**src/rtl/hazard_controller.sv**
```systemverilog
// Hazard controller for a 5-stage pipeline: RAW scoreboard stalls plus branch/jump fetch freeze.
// Optional FORWARDING_EN: stall only on load-use and drive fwd_a/fwd_b forwarding selects.
module hazard_controller #(
    parameter int RESOLVE_TIMEOUT = 8,
    parameter int CNT_W           = 4
) (
    input  logic       clk,
    input  logic       arst,
    input  logic       enable,
    input  logic       id_valid,
    input  logic [4:0] id_rs,
    input  logic [4:0] id_rt,
    input  logic       id_use_rs,
    input  logic       id_use_rt,
    input  logic       id_reg_write,
    input  logic [4:0] id_waddr,
    input  logic       id_mem_read,
    input  logic       id_ctrl,
    input  logic       br_resolve,
    input  logic       br_taken,
    output logic       pc_en,
    output logic       if_id_en,
    output logic       if_id_flush,
    output logic       id_ex_bubble,
    output logic       redirect,
    output logic [1:0] fwd_a,
    output logic [1:0] fwd_b,
    output logic       ctrl_err,
    output logic [1:0] state
);
    localparam logic [1:0]       RUN       = 2'b00;
    localparam logic [1:0]       CTRL_WAIT = 2'b01;
    localparam logic [CNT_W-1:0] TIMEOUT   = CNT_W'(RESOLVE_TIMEOUT);

    // Scoreboard index 0 = EX, 1 = MEM, 2 = WB
    logic [2:0]      sb_valid_r;
    logic [2:0][4:0] sb_waddr_r;
    logic [2:0]      sb_load_r;

    logic [1:0]       state_r, state_n_s;
    logic [CNT_W-1:0] cnt_r, cnt_n_s;
    logic             err_r, err_n_s;
    logic [2:0]       hit_a_s, hit_b_s;
    logic             stall_s, issue_s;
    logic             unused_s;

    function automatic logic src_hit(input logic v, input logic [4:0] waddr,
                                     input logic [4:0] src, input logic use_src);
        return v && use_src && (waddr == src);
    endfunction

`ifdef FORWARDING_EN
    // Youngest matching stage wins the forward select.
    function automatic logic [1:0] fwd_sel(input logic [2:0] hit);
        logic [1:0] sel;
        if (hit[0]) begin
            sel = 2'b01;
        end else if (hit[1]) begin
            sel = 2'b10;
        end else if (hit[2]) begin
            sel = 2'b11;
        end else begin
            sel = 2'b00;
        end
        return sel;
    endfunction
`endif

    // Per-stage source-operand match against the ID instruction.
    always_comb begin
        for (int i = 0; i < 3; i++) begin
            hit_a_s[i] = src_hit(sb_valid_r[i], sb_waddr_r[i], id_rs, id_use_rs);
            hit_b_s[i] = src_hit(sb_valid_r[i], sb_waddr_r[i], id_rt, id_use_rt);
        end
    end

    // Stall decision and forward selects for the ID instruction.
    always_comb begin
`ifdef FORWARDING_EN
        stall_s = (state_r == RUN) && id_valid && (hit_a_s[0] || hit_b_s[0]) && sb_load_r[0];
        fwd_a   = fwd_sel(hit_a_s);
        fwd_b   = fwd_sel(hit_b_s);
`else
        stall_s = (state_r == RUN) && id_valid && ((|hit_a_s) || (|hit_b_s));
        fwd_a   = 2'b00;
        fwd_b   = 2'b00;
`endif
        issue_s = enable && id_valid && (state_r == RUN) && !stall_s;
    end

    assign unused_s = ^sb_load_r;

    // Sequencing FSM: next state, wait counter, sticky error and pipeline controls.
    always_comb begin
        state_n_s    = state_r;
        cnt_n_s      = cnt_r;
        err_n_s      = err_r;
        pc_en        = 1'b1;
        if_id_en     = 1'b1;
        if_id_flush  = 1'b0;
        id_ex_bubble = 1'b0;
        redirect     = 1'b0;
        if (!enable) begin
            pc_en    = 1'b0;
            if_id_en = 1'b0;
        end else begin
            case (state_r)
                RUN: begin
                    if (stall_s) begin
                        pc_en        = 1'b0;
                        if_id_en     = 1'b0;
                        id_ex_bubble = 1'b1;
                    end else if (issue_s && id_ctrl) begin
                        pc_en       = 1'b0;
                        if_id_flush = 1'b1;
                        state_n_s   = CTRL_WAIT;
                        cnt_n_s     = {CNT_W{1'b0}};
                    end else begin
                        pc_en = 1'b1;
                    end
                end
                CTRL_WAIT: begin
                    id_ex_bubble = 1'b1;
                    if (br_resolve) begin
                        redirect  = br_taken;
                        state_n_s = RUN;
                    end else if (cnt_r == TIMEOUT) begin
                        err_n_s   = 1'b1;
                        state_n_s = RUN;
                    end else begin
                        pc_en       = 1'b0;
                        if_id_flush = 1'b1;
                        cnt_n_s     = cnt_r + {{(CNT_W-1){1'b0}}, 1'b1};
                    end
                end
                default: begin
                    pc_en     = 1'b0;
                    if_id_en  = 1'b0;
                    state_n_s = RUN;
                end
            endcase
        end
    end

    // FSM, counter and sticky error registers.
    always_ff @(posedge clk or posedge arst) begin
        if (arst) begin
            state_r <= RUN;
            cnt_r   <= {CNT_W{1'b0}};
            err_r   <= 1'b0;
        end else if (enable) begin
            state_r <= state_n_s;
            cnt_r   <= cnt_n_s;
            err_r   <= err_n_s;
        end
    end

    // Scoreboard shift EX->MEM->WB; x0 writes never allocate an entry.
    always_ff @(posedge clk or posedge arst) begin
        if (arst) begin
            sb_valid_r <= 3'b000;
            sb_waddr_r <= '0;
            sb_load_r  <= 3'b000;
        end else if (enable) begin
            sb_valid_r[2] <= sb_valid_r[1];
            sb_waddr_r[2] <= sb_waddr_r[1];
            sb_load_r[2]  <= sb_load_r[1];
            sb_valid_r[1] <= sb_valid_r[0];
            sb_waddr_r[1] <= sb_waddr_r[0];
            sb_load_r[1]  <= sb_load_r[0];
            sb_valid_r[0] <= issue_s && id_reg_write && (id_waddr != 5'd0);
            sb_waddr_r[0] <= id_waddr;
            sb_load_r[0]  <= id_mem_read;
        end
    end

    assign ctrl_err = err_r;
    assign state    = state_r;

endmodule

```
**config.mk**
```make
export PLATFORM = sky130hd
export DESIGN_NAME = hazard_controller
export DESIGN_NICKNAME = d
export VERILOG_FILES = /design/src/rtl/hazard_controller.sv
export SDC_FILE = /design/constraint.sdc
export NUM_CORES = 1
export LEC_CHECK = 0
export ABC_AREA = 1
export CAP_MARGIN = 10
export CORE_ASPECT_RATIO = 1.1
export CORE_UTILIZATION = 51
export CTS_CLUSTER_DIAMETER = 100
export DETAILED_ROUTE_END_ITERATION = 8
export GPL_TIMING_DRIVEN = 0
export PLACE_DENSITY = 0.79
export RECOVER_POWER = 25
export SLEW_MARGIN = 30
export SYNTH_ARGS = -nofsm -noshare
export SYNTH_HDL_FRONTEND = slang
export SYNTH_SLANG_ARGS = --single-unit
```
**constraint.sdc**
```tcl
create_clock -name clk -period 1.7 [get_ports clk]
set_input_delay 0.34 -clock clk [delete_from_list [all_inputs] [get_ports clk]]
set_output_delay 0.34 -clock clk [all_outputs]
set_load 0.01 [all_outputs]
```
==> results of run 1 <==
==> what timing repair did <==
action,in CTS,in global routing
hold buffers,0,0
pin swaps,10,9
gates cloned,0,0
endpoints found under the setup margin,6,9
gates resized for setup,47,12
buffers inserted,6,6
==> flip-flops by register name, summed over array words and instances, names as in the netlist <==
| signal | count |
|---|---|
| cnt_r | 4 |
| state | 1 |
| sb_waddr_r | 15 |
| sb_valid_r | 3 |
| ctrl_err | 1 |
==> synthesized netlist by cell type <==
library cell / instances
nand2_1: 120
nor2_1: 33
nand3_1: 12
a31o_2: 1
nor2_4: 1
a21oi_1: 2
clkbuf_1: 3
xor2_1: 1
o31ai_1: 1
ha_1: 2
o41ai_1: 1
buf_2: 1
dfrtp_1: 24
inv_2: 15
nand2_2: 2
conb_1: 1
nand4_4: 1
buf_4: 5
o21ai_0: 19
inv_1: 28
or2_2: 1
xnor2_1: 1
nand2_4: 2
nand3_2: 3
==> worst max-delay path, cell delays in order (launching register included) <==
cell	delay (ns)
dfrtp_1	0.44
inv_2	0.08
nand2_1	0.04
nand2_1	0.08
nor2_2	0.05
nand3_2	0.07
nand2_2	0.06
nor2_4	0.16
nand2_4	0.08
nand3_4	0.07
nand3_2	0.06
nor2_1	0.09
buf_2	0.13
==> power breakdown <==
group          total, mW  internal (mW)  switching (mW)
registers          0.690          0.629          0.0610
clock network      0.317          0.131           0.186
logic              0.473          0.204           0.269
==> cells by family (layout without fill, tap and decap cells) <==
| logic type | count (synthesis) | count (layout) |
|---|---|---|
| AND/OR/NAND/NOR | 175 | 175 |
| buffers and inverters | 52 | 98 |
| AO/OA/AOI/OAI | 24 | 24 |
| flip-flops | 24 | 24 |
| adder cells (fa/ha/maj) | 2 | 2 |
| XOR/XNOR | 2 | 2 |
| other | 1 | 5 |
==> routing by layer <==
metal	track usage, %	wire length, um	vias to the layer above
met5	0	0	-
met4	9.15	85	0
met3	2.87	177	9
met2	43.3	2130	42
met1	31.1	1820	819
li1	-	-	936
==> path summary, 6_finish.rpt <==
path	startpoint	end	slack (ns)
worst min-delay path	enable	sb_waddr_r[2]	0.31
worst max register to register	sb_waddr_r[7]	cnt_r[2]	0.12
worst max-delay path	sb_waddr_r[7]	pc_en	-0.38
max in group asynchronous	arst	state[0]	0.43
worst min register to register	ctrl_err	ctrl_err	0.50
min in group asynchronous	arst	cnt_r[0]	0.64
==> cell type report <==
type	instances	area (um^2)
multi-input combinational	208	988
fill	275	878
sequential	24	602
timing repair buffer	42	364
inverter	43	161
buffer	9	53.8
tap	34	42.5
clock buffer	4	36.3
==> metrics by stage <==
| step | hold WS, ns | instance area (um^2) |
|---|---|---|
| after floorplan | 0.355 | 1750 |
| after global placement | 0.468 | 2090 |
| after detailed placement | 0.467 | 2090 |
| after CTS | 0.311 | 2160 |
| after global routing | 0.324 | 2250 |
| final | 0.308 | 2250 |
==> summary.md, run 1 <==
| Metric | Value |
|---|---|
| Main combinational cell family by area after synthesis | `simple AND/OR/NAND/NOR gates` |
| Die width | `57.5 um` |
| Die area | `3630 um^2` |
| # IOs | `38` |
| Synth Area in Adders | `1.45%` |
| CTS tree | `done` |
| GR Util All Layers | `24.9%` |
| Crit path time final | `2.08 ns` |
| CTS clock-pin slew for the worst setup and hold paths | `0.13 ns` |
| Drt initial violations | `82` |
| Hold Path Class | `in -> reg` |
| Rows | `21` |
| Hold Fails Final Rpt | `0` |
| Vias in the first global route | `1697` |
| Kind of critical path | `reg -> out` |
| Total CTS buffers | `3` |
| Area grow syn2layout | `29.9%` |
| CP endpoint kind | `primary output` |
| Clock Sinks | `24` |
| Final RePlAce weighted congestion | `0.877` |
| Critical path launch point type | `flip-flop` |
| Final setup vio count | `4` |
| Drt via density | `4.96` |
| DR pass1 iterations | `6` |
| Final wirelength | `4210 um` |
| Post-synth top area share | `34.7%` |
| Grt ovf | `0` |
| Longest Clk Path Bufs | `2` |
| Synth Area in Simple Gates | `42.7%` |
| Final Slew Violations | `0` |
| Nets | `359` |
| Crit path DAT | `1.74 ns` |
| Worst slew pin tran | `0.944 ns` |
| Wire per inst | `11.6 um` |
| Status | `complete, but fails checks` |
| Most frequent cells in the layout | `nand2_1, nor2_1, inv_2, dfrtp_1, inv_1` |
| H-tree levels | `1` |
| Area leader, netlist | `dfrtp_1` |
| Commonest non-fill, non-tap cell in the layout | `nand2_1` |
| Post-synthesis mux area share | `0%` |
| Hold Crit Depth | `2` |
| Die Ht | `63.1 um` |
| Crit-path max FO | `4` |
| Final Skew | `0.00505 ns` |
| Max-cap violation count | `0` |
| First-pass GRT wire length | `7070 um` |
| Share of cells above drive strength 1 | `23.3%` |
| Worst R2R Path Depth | `13` |
| Total number of vias | `1806` |
| CTS Root Cell | `clkbuf_4` |
| Failing checks | `design-rule violations, negative setup slack` |
| Synth Register Bits | `24` |
| Max IR drop VDD | `0.369 mV` |
| Pre-CTS WS | `-0.933 ns` |
| Unrepaired setup endpoints after global routing | `yes` |
| N_diodes | `0` |
| Fin cells | `364` |
| Cell total after placement | `348` |
| Synth top area cells | `dfrtp_1, nand2_1, nor2_1` |
| Initial Util | `55.3%` |
| WP data required | `1.36 ns` |
| Tot Pwr | `1.48 mW` |
| Synthesized area | `1730 um^2` |
| Final worst slack | `-0.384 ns` |
| Clk_lat worst skew | `0.33 ns` |
| Fmax | `480 MHz` |
| Final core occ | `71.9%` |
| Synthesized instance count | `280` |
| Syn Area/Cell | `6.18 um^2` |
| Post-Synth XOR/XNOR Area | `1.01%` |
| Compound-Gate Fraction of Synth Area | `7.52%` |
| P per Cell Area | `658 nW/um^2` |
| Buffers on Ports | `30` |
| Initial antenna violation count | `0` |
| Setup TNS Final | `-1.46 ns` |
| LEAKAGE | `1.28 nW` |
| Yosys cell types | `24` |
| Period utilization | `123%` |
| Post-DP HPWL | `3120 um` |
| Largest net degree at the start of global routing | `25` |
| Max_slew headroom | `37.0%` |
| Ys Warns | `0` |
| Sequential-to-total area share from yosys stat | `34.7%` |
| # DRC | `1` |
| Floorplan Core Area | `3130 um^2` |
| Antenna viol nets, final | `0` |
No activity file was read; power rests on OpenSTA's default activity.
==> inputs of run 2 (changes only) <==
--- a/config.mk
+++ b/config.mk
@@ -8,6 +8,7 @@
 export ABC_AREA = 1
 export CAP_MARGIN = 10
 export CORE_ASPECT_RATIO = 1.1
+export CORE_MARGIN = 2
 export CORE_UTILIZATION = 51
 export CTS_CLUSTER_DIAMETER = 100
 export DETAILED_ROUTE_END_ITERATION = 8
==> summary.md, run 2 (synthesis gave the netlist of run 1 again) <==
| Metric | Value |
|---|---|
| Worst slew pin tran | `0.891 ns` |
| Die width | `59.5 um` |
| Buffers on Ports | `30` |
| Crit path DAT | `1.77 ns` |
| Switching Fraction | `35.6%` |
| Slowest stage cell, crit path | `dfrtp_1` |
| Rows | `22` |
| Most frequent cells in the layout | `nand2_1, nor2_1, dfrtp_1, inv_2, inv_1` |
| Nets | `357` |
| Area grow syn2layout | `28.3%` |
| CP endpoint kind | `primary output` |
| Final setup vio count | `4` |
| First-pass GRT wire length | `6860 um` |
| Biggest register | `sb_waddr_r` |
| Wire per inst | `11.6 um` |
| Final wirelength | `4210 um` |
| Grt ovf | `0` |
| DR pass1 iterations | `4` |
| Final worst slack | `-0.410 ns` |
| Longest Clk Path Bufs | `2` |
| Commonest non-fill, non-tap cell in the layout | `nand2_1` |
| Flop pwr share | `48.1%` |
| Leading registers by flop count | `sb_waddr_r x15, cnt_r x4, sb_valid_r x3` |
| Clock power frac | `18.0%` |
| Die Ht | `65.1 um` |
| Share of cells above drive strength 1 | `22.3%` |
| Fmax | `474 MHz` |
| WP data required | `1.36 ns` |
| Net Sw Power | `509 uW` |
| Cell total after placement | `350` |
| # IOs | `38` |
| Failing checks | `negative setup slack` |
| Vias in the first global route | `1592` |
| Comb pwr share | `33.9%` |
| Final Slew Violations | `0` |
| Hold Crit Depth | `2` |
| Total number of vias | `1788` |
| Critical path launch point type | `flip-flop` |
| Largest net degree at the start of global routing | `25` |
| CTS Root Cell | `clkbuf_4` |
| Initial Util | `52.4%` |
| Initial antenna violation count | `0` |
| CTS clock-pin slew for the worst setup and hold paths | `0.14 ns` |
| CTS tree | `done` |
| Clock Sinks | `24` |
| Unrepaired setup endpoints after global routing | `yes` |
| Fin cells | `363` |
| Max reg flops | `15` |
| Total CTS buffers | `3` |
| Worst path cell trace | `buf_6 -> nand2_2 -> nand2_1 -> nor2_1 -> nand3_1 -> nand2_2 -> nor2_4 -> nand2_2 -> nand3_4 -> a21oi_2 -> buf_2` |
| Crit path time final | `2.11 ns` |
| Post-CTS Hold Buffers | `0` |
| P per Cell Area | `643 nW/um^2` |
| GR Util All Layers | `23.0%` |
| # DRC | `0` |
| CP max stage delay | `0.46 ns` |
| Max_slew headroom | `40.5%` |
| Drt via density | `4.93` |
| Drt initial violations | `86` |
| Hold Fails Final Rpt | `0` |
| Floorplan Core Area | `3300 um^2` |
| LEAKAGE | `1.26 nW` |
| Period utilization | `124%` |
| Kind of critical path | `reg -> out` |
| Clk_lat worst skew | `0.32 ns` |
| Final core occ | `67.2%` |
| Internal | `919 uW` |
| N_diodes | `0` |
| H-tree levels | `1` |
| Final RePlAce weighted congestion | `0.903` |
| Status | `complete, but fails checks` |
| Antenna viol nets, final | `0` |
| Die area | `3880 um^2` |
| Crit path top cell by count | `nand2_2` |
| Final Skew | `0.00537 ns` |
| Max-cap violation count | `0` |
| Worst R2R Path Depth | `12` |
| Setup TNS Final | `-1.60 ns` |
| Crit-path max FO | `4` |
| Post-DP HPWL | `3150 um` |
| Hold Path Class | `in -> reg` |
| Max IR drop VDD | `0.381 mV` |
==> run 2: cell types whose count changed in the layout (fill, tap and decap cells not counted), sizes merged <==
cell / before / now
buf: 22 / 20
clkbuf: 7 / 6
==> run 2: repair_timing <==
action | CTS | global route
buffers inserted | 4 | 6
gates resized for setup | 39 | 19
pin swaps | 4 | 17
setup endpoints to repair | 6 | 9
==> run 2: metal layers <==
metal | vias up | share of wire, % | GRT usage, %
met2 | 52 | 50 | 41.1
li1 | 934 | - | -
met4 | 0 | 3.1 | 7.78
met1 | 789 | 44 | 28.5
met5 | - | 0 | 0
met3 | 13 | 3.5 | 2.17
==> run 2: final timing paths <==
check,end,slack (ns),from
setup / recovery,id_ex_bubble,-0.41,sb_waddr_r[7]
hold / removal,sb_waddr_r[2],0.31,enable
setup reg to reg,cnt_r[2],0.16,sb_waddr_r[7]
hold reg to reg,ctrl_err,0.51,ctrl_err
max in group asynchronous,state[0],0.47,arst
min in group asynchronous,sb_waddr_r[9],0.63,arst
==> run 2: critical path, delay by kind of cell, from the launching register on <==
| family | cells | cell delay (ns) |
|---|---|---|
| compound gates | 1 | 0.12 |
| simple gates | 8 | 0.59 |
| flops | 1 | 0.46 |
| buf+inv | 2 | 0.28 |
==> run 2: final cells by class <==
cell class                      count  area [um^2]
Timing Repair Buffer               40          349
Clock buffer                        3         22.5
Sequential cell                    24          602
Fill cell                         308         1080
Tap cell                           36         45.0
Inverter                           43          161
Buffer                              9         53.8
Multi-Input combinational cell    208          987
==> run 2: metrics by stage <==
| stage | setup WS (ns) | hold WS [ns] | power (mW) | area (um^2) |
|---|---|---|---|---|
| after floorplan | 0.0328 | 0.355 | 0.953 | 1750 |
| after global placement | -0.979 | 0.471 | 1.11 | 2090 |
| after detailed placement | -0.968 | 0.472 | 1.12 | 2090 |
| after CTS | -0.406 | 0.323 | 1.37 | 2130 |
| after global routing | -0.527 | 0.324 | 1.52 | 2220 |
| final | -0.410 | 0.314 | 1.43 | 2220 |
==> run 2: power by group through the flow <==
stage	Sequential, mW	Clock, mW	Combinational (mW)
final	0.687	0.257	0.483
after detailed placement	0.700	0	0.417
after floorplan	0.686	0	0.267
after global placement	0.697	0	0.411
after global routing	0.695	0.285	0.545
after CTS	0.689	0.255	0.425
==> inputs of run 3 (changes only) <==
--- a/config.mk
+++ b/config.mk
@@ -9,11 +9,12 @@
 export CAP_MARGIN = 10
 export CORE_ASPECT_RATIO = 1.1
 export CORE_MARGIN = 2
-export CORE_UTILIZATION = 51
+export CORE_UTILIZATION = 52
+export CTS_BUF_LIST = sky130_fd_sc_hd__clkbuf_8
 export CTS_CLUSTER_DIAMETER = 100
 export DETAILED_ROUTE_END_ITERATION = 8
 export GPL_TIMING_DRIVEN = 0
-export PLACE_DENSITY = 0.79
+export PLACE_DENSITY = 0.81
 export RECOVER_POWER = 25
 export SLEW_MARGIN = 30
 export SYNTH_ARGS = -nofsm -noshare
==> constraint.sdc (replaced) <==
create_clock -name clk -period 2.1 [get_ports clk]
set_input_delay 0.42 -clock clk [delete_from_list [all_inputs] [get_ports clk]]
set_output_delay 0.42 -clock clk [all_outputs]
set_load 0.01 [all_outputs]
==> summary.md, run 3 (synthesis gave the netlist of run 1 again) <==
| Metric | Value |
|---|---|
| Status | `complete, but fails checks` |
| Failing checks | `negative setup slack` |
| Worst R2R Path Depth | `13` |
| CTS clock-pin slew for the worst setup and hold paths | `0.09 ns` |
| WP data required | `1.68 ns` |
| Antenna viol nets, final | `0` |
| Share of cells above drive strength 1 | `22.7%` |
| R2R Path End | `cnt_r[0]` |
| Biggest register | `sb_waddr_r` |
| Crit path time final | `2.15 ns` |
| Leading registers by flop count | `sb_waddr_r x15, cnt_r x4, sb_valid_r x3` |
| Initial Util | `55.8%` |
| Grt ovf | `0` |
| # DRC | `0` |
| Die width | `59 um` |
| Max_slew headroom | `64.5%` |
| Wire per inst | `12.3 um` |
| Tot Pwr | `1.27 mW` |
| Clock Sinks | `24` |
| Final core occ | `72.8%` |
| Clk_lat worst skew | `0.28 ns` |
| Largest net degree at the start of global routing | `25` |
| HP Start | `enable` |
| Final Slew Violations | `0` |
| GR Util All Layers | `25.1%` |
| Nets | `359` |
| Buffers on Ports | `30` |
| LEAKAGE | `1.29 nW` |
| CTS tree | `done` |
| First-pass GRT wire length | `7300 um` |
| Total CTS buffers | `3` |
| Critical Path Sink | `pc_en` |
| Kind of critical path | `in -> out` |
| Max-cap violation count | `0` |
| Post-CTS Hold Buffers | `0` |
| P per Cell Area | `564 nW/um^2` |
| Crit-path max FO | `4` |
| FF-to-FF Start | `sb_waddr_r[11]` |
| Period utilization | `102%` |
| Die Ht | `64.5 um` |
| Final worst slack | `-0.0514 ns` |
| Area grow syn2layout | `30.4%` |
| Drt initial violations | `114` |
| Longest Clk Path Bufs | `2` |
| Final RePlAce weighted congestion | `0.881` |
| Most frequent cells in the layout | `nand2_1, nor2_1, dfrtp_1, inv_1, inv_2` |
| Initial antenna violation count | `0` |
| N_diodes | `0` |
| Hold Path Class | `in -> reg` |
| Drt via density | `5.07` |
| Crit path DAT | `1.73 ns` |
| Critical path launch point type | `input port` |
| Final wirelength | `4460 um` |
| Post-DP HPWL | `3240 um` |
| Fmax | `465 MHz` |
| Unrepaired setup endpoints after global routing | `yes` |
| Die area | `3810 um^2` |
| Floorplan Core Area | `3100 um^2` |
| Rows | `21` |
| Commonest non-fill, non-tap cell in the layout | `nand2_1` |
| H-tree levels | `1` |
| # IOs | `38` |
| Worst slew pin tran | `0.533 ns` |
| Vias in the first global route | `1712` |
| Max reg flops | `15` |
| Final setup vio count | `3` |
| Max IR drop VDD | `0.402 mV` |
| Final Skew | `0.00716 ns` |
| CTS Root Cell | `clkbuf_8` |
| Worst reg-to-reg setup slack | `0.51 ns` |
| Hold Fails Final Rpt | `0` |
| CP startpoint | `id_rt[3]` |
| CP endpoint kind | `primary output` |
| Total number of vias | `1845` |
| DR pass1 iterations | `4` |
## run 3: cell types whose count changed in the layout (fill, tap and decap cells not counted), moves of 3 or more
cell,previous run,this run
clkdlybuf4s15_1,0,6
dlygate4sd2_1,13,3
clkbuf_8,0,4
nor2_2,3,6
buf_4,14,17
clkbuf_4,3,0
nand2_1,111,115
nand2_2,11,7
## run 3: how the worst min path moves through the flow
| stage | to | slack [ns] | cells past startpoint |
|---|---|---|---|
| after floorplan | cnt_r[0] | 0.43 | 1 |
| after global placement | ctrl_err | 0.47 | 1 |
| after detailed placement | ctrl_err | 0.46 | 1 |
| after CTS | sb_waddr_r[2] | 0.47 | 2 |
| after global routing | sb_waddr_r[3] | 0.49 | 2 |
| final | sb_waddr_r[2] | 0.47 | 2 |
## run 3: timing repair
action | CTS | global route
resized for setup | 50 | 12
hold endpoints to repair | 0 | 0
pin swaps | 4 | 11
buffers inserted | 4 | 8
setup endpoints to repair | 4 | 5
## run 3: final cells by class
class	instances	area (um^2)
timing repair buffer	42	367
buffer	9	53.8
clock buffer	4	55.1
multi-input combinational	208	977
sequential	24	601
inverter	43	161
tap	34	42.5
fill	276	843
## run 3: critical path: stages
cell and delay, ns:
clkdlybuf4s15_1 0.25, inv_2 0.11, nand2_1 0.06, nand2_1 0.08, nor2_1 0.04, nand3_1 0.08
nand2_2 0.07, nor2_4 0.14, nand2_2 0.10, nand3_4 0.08, nand3_2 0.07, nor2_1 0.09
buf_2 0.14
## run 3: stage by stage
| step | hold slack, ns | cell area [um^2] | TNS (ns) | setup WS (ns) | std cells |
|---|---|---|---|---|---|
| floorplan | 0.435 | 1750 | 0 | 0.353 | 284 |
| global placement | 0.465 | 2090 | -2.60 | -0.715 | 348 |
| detailed placement | 0.464 | 2090 | -2.70 | -0.736 | 348 |
| CTS | 0.467 | 2170 | -0.0674 | -0.0344 | 356 |
| global route | 0.488 | 2260 | -0.562 | -0.209 | 364 |
| finish | 0.467 | 2260 | -0.0847 | -0.0514 | 364 |
## run 3: layer usage
layer | wire length, um | GRT usage (%) | vias to the layer above
met1 | 1840 | 28.2 | 839
met2 | 2320 | 45.3 | 51
met3 | 187 | 4.99 | 15
met4 | 114 | 10.2 | 0
li1 | - | - | 940
met5 | 0 | 0 | -
## run 3: where the power goes
group	leakage (nW)	internal [mW]	total, mW	switching [mW]
clock	0.0288	0.168	0.330	0.162
combinational	0.957	0.163	0.384	0.222
sequential	0.308	0.509	0.558	0.0493
